### src/rtl/mem_port_arbiter_pkg.sv
// Shared definitions for the RAM port arbiter: default widths, requester
// encoding and FSM state encoding.
package mem_port_arbiter_pkg;

    localparam int ADDR_W_DEF = 8;
    localparam int DATA_W_DEF = 16;
    localparam int RD_LAT_DEF = 1;

    // Read-wait counter width; large enough for the maximum read latency of 3.
    localparam int CNT_W = 2;

    // Requester identity, also used as the round-robin "last winner" value.
    typedef enum logic {
        REQ_CPU = 1'b0,
        REQ_EXT = 1'b1
    } req_t;

    // IDLE may issue an access; RD_WAIT holds off all issues until read data returns.
    typedef enum logic {
        ST_IDLE    = 1'b0,
        ST_RD_WAIT = 1'b1
    } state_t;

endpackage

### src/rtl/mem_port_arbiter_dff.sv
// Resettable flip-flop: asynchronous active-low clear to a parameterised value.
module mem_port_arbiter_dff #(
    parameter int             W       = 1,
    parameter logic [W-1:0]   RST_VAL = '0
) (
    input  logic         clk,
    input  logic         rst_n,
    input  logic [W-1:0] d,
    output logic [W-1:0] q
);

    // Plain register with asynchronous clear.
    always_ff @(posedge clk or negedge rst_n) begin
        if (!rst_n) begin
            q <= RST_VAL;
        end else begin
            q <= d;
        end
    end

endmodule

### src/rtl/mem_port_arbiter_rr_pick2.sv
// Two-way round-robin picker. Index 0 is the CPU, index 1 the loader port.
// With both eligible, the one that did not win last time is chosen.
module rr_pick2 (
    input  logic [1:0] elig,
    input  logic       last,
    output logic       winner,
    output logic       valid
);

    // A single eligible requester wins outright; a tie goes to the other side of last.
    always_comb begin
        valid  = |elig;
        winner = (elig == 2'b11) ? ~last : elig[1];
    end

endmodule

### src/rtl/mem_port_arbiter.sv
// Shares a single-port RAM between the CPU memory path and an external
// loader/debug port. Accesses issue combinationally in IDLE; a read parks the
// FSM in RD_WAIT until its data has been captured for the requester that
// issued it, so read data can never be delivered to the wrong side.
//
// Handshake: a requester raises req with we/addr/wdata and holds all of them
// stable until it sees gnt high for one cycle; the access is issued to the RAM
// in that same cycle. Read data is then returned as a one-cycle rvalid pulse
// with rdata, RD_LAT+1 cycles after gnt. Dropping req before gnt cancels it.
module mem_port_arbiter
    import mem_port_arbiter_pkg::*;
#(
    parameter int ADDR_W = ADDR_W_DEF,
    parameter int DATA_W = DATA_W_DEF,
    parameter int RD_LAT = RD_LAT_DEF   // legal range 1..3
) (
    input  logic              clk,
    input  logic              reset,
    input  logic              cpu_req,
    input  logic              cpu_we,
    input  logic [ADDR_W-1:0] cpu_addr,
    input  logic [DATA_W-1:0] cpu_wdata,
    output logic              cpu_gnt,
    output logic              cpu_rvalid,
    output logic [DATA_W-1:0] cpu_rdata,
    input  logic              ext_req,
    input  logic              ext_we,
    input  logic [ADDR_W-1:0] ext_addr,
    input  logic [DATA_W-1:0] ext_wdata,
    output logic              ext_gnt,
    output logic              ext_rvalid,
    output logic [DATA_W-1:0] ext_rdata,
    input  logic              ext_lock,
    output logic              mem_en,
    output logic              mem_we,
    output logic [ADDR_W-1:0] mem_addr,
    output logic [DATA_W-1:0] mem_wdata,
    input  logic [DATA_W-1:0] mem_rdata,
    output logic              busy,
    output logic              dbg_state
);

    logic             state_raw;
    state_t           state_q;
    state_t           state_d;
    logic [CNT_W-1:0] cnt_q;
    logic [CNT_W-1:0] cnt_d;
    logic             last_q;
    logic             last_d;
    logic             owner_q;
    logic             owner_d;

    logic             pick_winner;
    logic             pick_valid;
    logic             issue;
    logic             issue_we;
    logic             rd_done;

    // State, counter, round-robin history and read owner registers.
    mem_port_arbiter_dff #(.W(1), .RST_VAL(1'b0)) u_state_ff (
        .clk   (clk),
        .rst_n (reset),
        .d     (state_d),
        .q     (state_raw)
    );

    mem_port_arbiter_dff #(.W(CNT_W), .RST_VAL('0)) u_cnt_ff (
        .clk   (clk),
        .rst_n (reset),
        .d     (cnt_d),
        .q     (cnt_q)
    );

    // After reset the loader counts as the last winner, so a tie goes to the CPU first.
    mem_port_arbiter_dff #(.W(1), .RST_VAL(1'b1)) u_last_ff (
        .clk   (clk),
        .rst_n (reset),
        .d     (last_d),
        .q     (last_q)
    );

    mem_port_arbiter_dff #(.W(1), .RST_VAL(1'b0)) u_owner_ff (
        .clk   (clk),
        .rst_n (reset),
        .d     (owner_d),
        .q     (owner_q)
    );

    assign state_q   = state_t'(state_raw);
    assign busy      = (state_q == ST_RD_WAIT);
    assign dbg_state = state_raw;

    // The lock only masks the CPU; the loader is always eligible when requesting.
    rr_pick2 u_pick (
        .elig   ({ext_req, cpu_req & ~ext_lock}),
        .last   (last_q),
        .winner (pick_winner),
        .valid  (pick_valid)
    );

    assign issue    = (state_q == ST_IDLE) && pick_valid;
    assign issue_we = (pick_winner == REQ_EXT) ? ext_we : cpu_we;
    // Counter at 1 means mem_rdata is valid this cycle for the outstanding read.
    assign rd_done  = (state_q == ST_RD_WAIT) && (cnt_q == CNT_W'(1));

    // Next-state: reads park in RD_WAIT for RD_LAT cycles, writes stay in IDLE.
    always_comb begin
        state_d = state_q;
        cnt_d   = cnt_q;
        last_d  = last_q;
        owner_d = owner_q;
        case (state_q)
            ST_IDLE: begin
                if (issue) begin
                    last_d = pick_winner;
                    if (!issue_we) begin
                        state_d = ST_RD_WAIT;
                        cnt_d   = CNT_W'(RD_LAT);
                        owner_d = pick_winner;
                    end
                end
            end
            ST_RD_WAIT: begin
                cnt_d = cnt_q - CNT_W'(1);
                if (rd_done) begin
                    state_d = ST_IDLE;
                end
            end
            default: begin
                state_d = ST_IDLE;
            end
        endcase
    end

    // Outputs: route the winner onto the RAM bus; bus fields are zero when nothing issues.
    always_comb begin
        mem_en    = 1'b0;
        mem_we    = 1'b0;
        mem_addr  = '0;
        mem_wdata = '0;
        cpu_gnt   = 1'b0;
        ext_gnt   = 1'b0;
        if (issue) begin
            mem_en = 1'b1;
            if (pick_winner == REQ_EXT) begin
                mem_we    = ext_we;
                mem_addr  = ext_addr;
                mem_wdata = ext_wdata;
                ext_gnt   = 1'b1;
            end else begin
                mem_we    = cpu_we;
                mem_addr  = cpu_addr;
                mem_wdata = cpu_wdata;
                cpu_gnt   = 1'b1;
            end
        end
    end

    // Read return: capture into the owner's register only; the other side keeps its data.
    always_ff @(posedge clk or negedge reset) begin
        if (!reset) begin
            cpu_rvalid <= 1'b0;
            ext_rvalid <= 1'b0;
            cpu_rdata  <= '0;
            ext_rdata  <= '0;
        end else begin
            cpu_rvalid <= rd_done && (owner_q == REQ_CPU);
            ext_rvalid <= rd_done && (owner_q == REQ_EXT);
            if (rd_done && (owner_q == REQ_CPU)) begin
                cpu_rdata <= mem_rdata;
            end
            if (rd_done && (owner_q == REQ_EXT)) begin
                ext_rdata <= mem_rdata;
            end
        end
    end

endmodule

### config.mk
export PLATFORM = sky130hd
export DESIGN_NAME = mem_port_arbiter
export DESIGN_NICKNAME = d
export VERILOG_FILES = /design/src/rtl/mem_port_arbiter_pkg.sv /design/src/rtl/mem_port_arbiter_dff.sv /design/src/rtl/mem_port_arbiter_rr_pick2.sv /design/src/rtl/mem_port_arbiter.sv
export SDC_FILE = /design/constraint.sdc
export NUM_CORES = 1
export LEC_CHECK = 0
export CORE_MARGIN = 10
export CORE_UTILIZATION = 29
export CTS_CLUSTER_SIZE = 24
export DETAILED_ROUTE_END_ITERATION = 6
export GPL_TIMING_DRIVEN = 0
export PLACE_DENSITY_LB_ADDON = 0.15
export SYNTH_ARGS = -nofsm -noshare
export SYNTH_HDL_FRONTEND = slang
export SYNTH_SLANG_ARGS = --single-unit
### constraint.sdc
create_clock -name clk -period 1.34 [get_ports clk]
set_input_delay 0.134 -clock clk [delete_from_list [all_inputs] [get_ports clk]]
set_output_delay 0.134 -clock clk [all_outputs]
set_load 0.05 [all_outputs]
==> flow_metrics.tcl <==
set metrics [dict create \
    violations "negative setup slack" \
    hold_viol_final 0 \
    max_clock_freq_mhz 523 \
    grt_overflow 0 \
    crit_slowest_cell "dfstp_2" \
    worst-path-max-fanout 5 \
    cts_buffers 5 \
    status "finished, violations left" \
    worst_ir_drop_vdd_mv 1.44 \
    cts_tree "done" \
    grt_usage_pct 14.4 \
    wl_mm 7.76 \
    fillerInstances 462 \
    rsz0062_at_grt "yes" \
    root_buffer "clkbuf_8" \
    synth_area_per_cell_um2 14.1 \
    synth_nets 206 \
    power_mw 10.1 \
    maxSlewHeadroom_pct 42.7 \
    clock_skew_ps 8.01 \
    yosysTopAreaCellShare_pct 50.5 \
    multi_input_area_um2 1090 \
    path_cells "and3b_2 > nor3_4 > buf_6 > buf_16 > a22o_4 > buf_8" \
    grt_pass1_vias 1890 \
    cp.arrival_ps 1780 \
    area_delta_synth_final_pct 120 \
    p_leak_nw 1.93 \
    seq_area_um2 978 \
    yosysWarnings 0 \
    cts.sinks 39 \
    cts_max_path_buffers 2 \
    viasPerCell 4.73 \
    crit_type "flip-flop to primary output" \
    setup_violations 32 \
    vias 1797 \
    die_h_um 101 \
    dr.pass1.iters 3 \
    hold_class "input pin to flip-flop" \
    die_w_um 101 \
    start_util_pct 29.8 \
    cp-start-kind "flip-flop" \
    layout_commonest_cell "clkdlybuf4s50_1" \
    route.detailed.drc 0 \
    drive_above_1_share_pct 52.1 \
    synth_area_um2 1880 \
    grt_antenna_before_repair 0 \
    final_area_um2 4140 \
    core_um2 6310 \
    synthCells 134 \
    fin_crit_ps 1910 \
    synth_top_area_cell "dfrtp_1" \
    io_buffers 134 \
    avgRoutedWirePerCell_um 20.4 \
    gp_congestion 0.763 \
    grt_max_degree 40 \
    drv_slew 0 \
    dieArea_um2 10100 \
    finalNetCount 374 \
    yosys.cell_types.count 28 \
    ant_nets 0 \
    worst_slack_ps -571 \
    cp-end-kind "primary output" \
    synth_area_leaders "dfrtp_1 (50%), mux2_2 (14%), a22o_1 (12%), mux2_4 (7.2%), buf_6 (1.8%)" \
    path_clk_slew_ps 80 \
    cellPowerDensity_nw_per_um2 2440 \
    drt_iter0_drc 38 \
    antenna_cells 0 \
    clk_latency_ps 300 \
    h-tree-depth 2 \
    period_share_pct 143 \
    final_cell_mix "clkdlybuf4s50_1 (69), dfrtp_1 (37), buf_8 (35), a22o_4 (24), mux2_2 (18)" \
    ys_seq_elements 39 \
    critPathRequiredTime_ps 1210 \
    synth_seq_area_share_pct 51.9 \
    io_pins 135 \
    rows 29 \
    dpl_cell_area_um2 3530 \
    dp_hpwl_mm 5.60 \
    cpPeakStageDelay_ps 540 \
    grt_first_pass_wirelength_mm 11.4 \
    worst_pin_slew_ps 860 \
    maxCapViolations 0 \
    r2r_slack_ps -160 \
]
## worst paths after layout
check | start | endpoint | cells after the start
min in group asynchronous | reset | ext_rdata[14] | 2
min reg2reg | ext_rdata[2] | ext_rdata[2] | 1
max | u_last_ff.q | mem_wdata[5] | 6
max in group asynchronous | reset | u_state_ff.q | 2
min | mem_rdata[3] | ext_rdata[3] | 2
max reg2reg | u_last_ff.q | u_cnt_ff.q[1] | 6
## per-stage QoR
| step | hold WS [ps] | setup TNS (ps) | instances | setup WS [ps] | util [%] |
|---|---|---|---|---|---|
| floorplan | -162 | -7090 | 134 | -241 | - |
| finish | 469 | -15180 | 380 | -571 | 65.6 |
| global route | 474 | -17120 | 380 | -609 | 65.6 |
| detailed placement | 299 | -38150 | 345 | -1310 | 55.8 |
| global placement | 487 | -71210 | 345 | -1300 | 55.9 |
| CTS | 460 | -14780 | 371 | -569 | 64.1 |
## timing repair
item,CTS,global route
endpoints found under the setup margin,90,85
pin swaps,6,13
hold buffers,1,0
resized for setup,305,53
endpoints found under the hold margin,38,0
setup buffers,13,8
gates cloned,4,1
## final cells by class
class                           instances  share of cell area, %
Sequential cell                        39                   23.6
Clock inverter                          3                   1.06
Multi-Input combinational cell         82                   26.3
Inverter                                5                  0.543
Tap cell                               77                   2.32
Buffer                                  8                   2.84
Clock buffer                            5                   1.66
Timing Repair Buffer                  161                   41.7
## critical path: cells and delay by family (launching register included)
kind	cells	cell delay (ps)
buffers and inverters	3	440
DFF	1	540
AOI/OAI and AO/OA	1	220
and+or+nand+nor	2	280
## power by group
part           switching, mW  internal [mW]
clock network          0.444          0.555
logic                   4.07           2.94
registers              0.325           1.78
## synthesized netlist by cell type (all sizes together)
master and count:
dfrtp 38, mux2 32, a22o 25, buf 8, inv 5, a211o 2, a21o 2, a21oi 2
nand2b 2, nand3 2, nand3b 2, nor2 2, nor3 2, and2 1, and3 1, and3b 1
dfstp 1, ha 1, mux2i 1, nor2b 1, nor4 1, o21ai 1, o32a 1
## layer usage
layer,global-route usage [%],part of all wire [%]
met3,5.69,8.1
met5,0,0
met1,15.8,39
met2,25.5,51
met4,2.61,1.5
## kinds of logic after synthesis
logic type                 count (synthesis)  share of synthesized area [%]
and+or+nand+nor                           15                           6.78
muxes                                     33                           21.5
adders and majority gates                  1                          0.664
AOI/OAI and AO/OA                         33                           14.7
buffers and inverters                     13                           4.52
DFF                                       39                           51.9
## sequential cells by signal, indices dropped and copies added (netlist names)
register	count
u_cnt_ff.q	2
u_owner_ff.q	1
u_last_ff.q	1
cpu_rdata	16
ext_rvalid	1
ext_rdata	16
u_state_ff.q	1
cpu_rvalid	1
No activity file was read; power rests on OpenSTA's default activity.
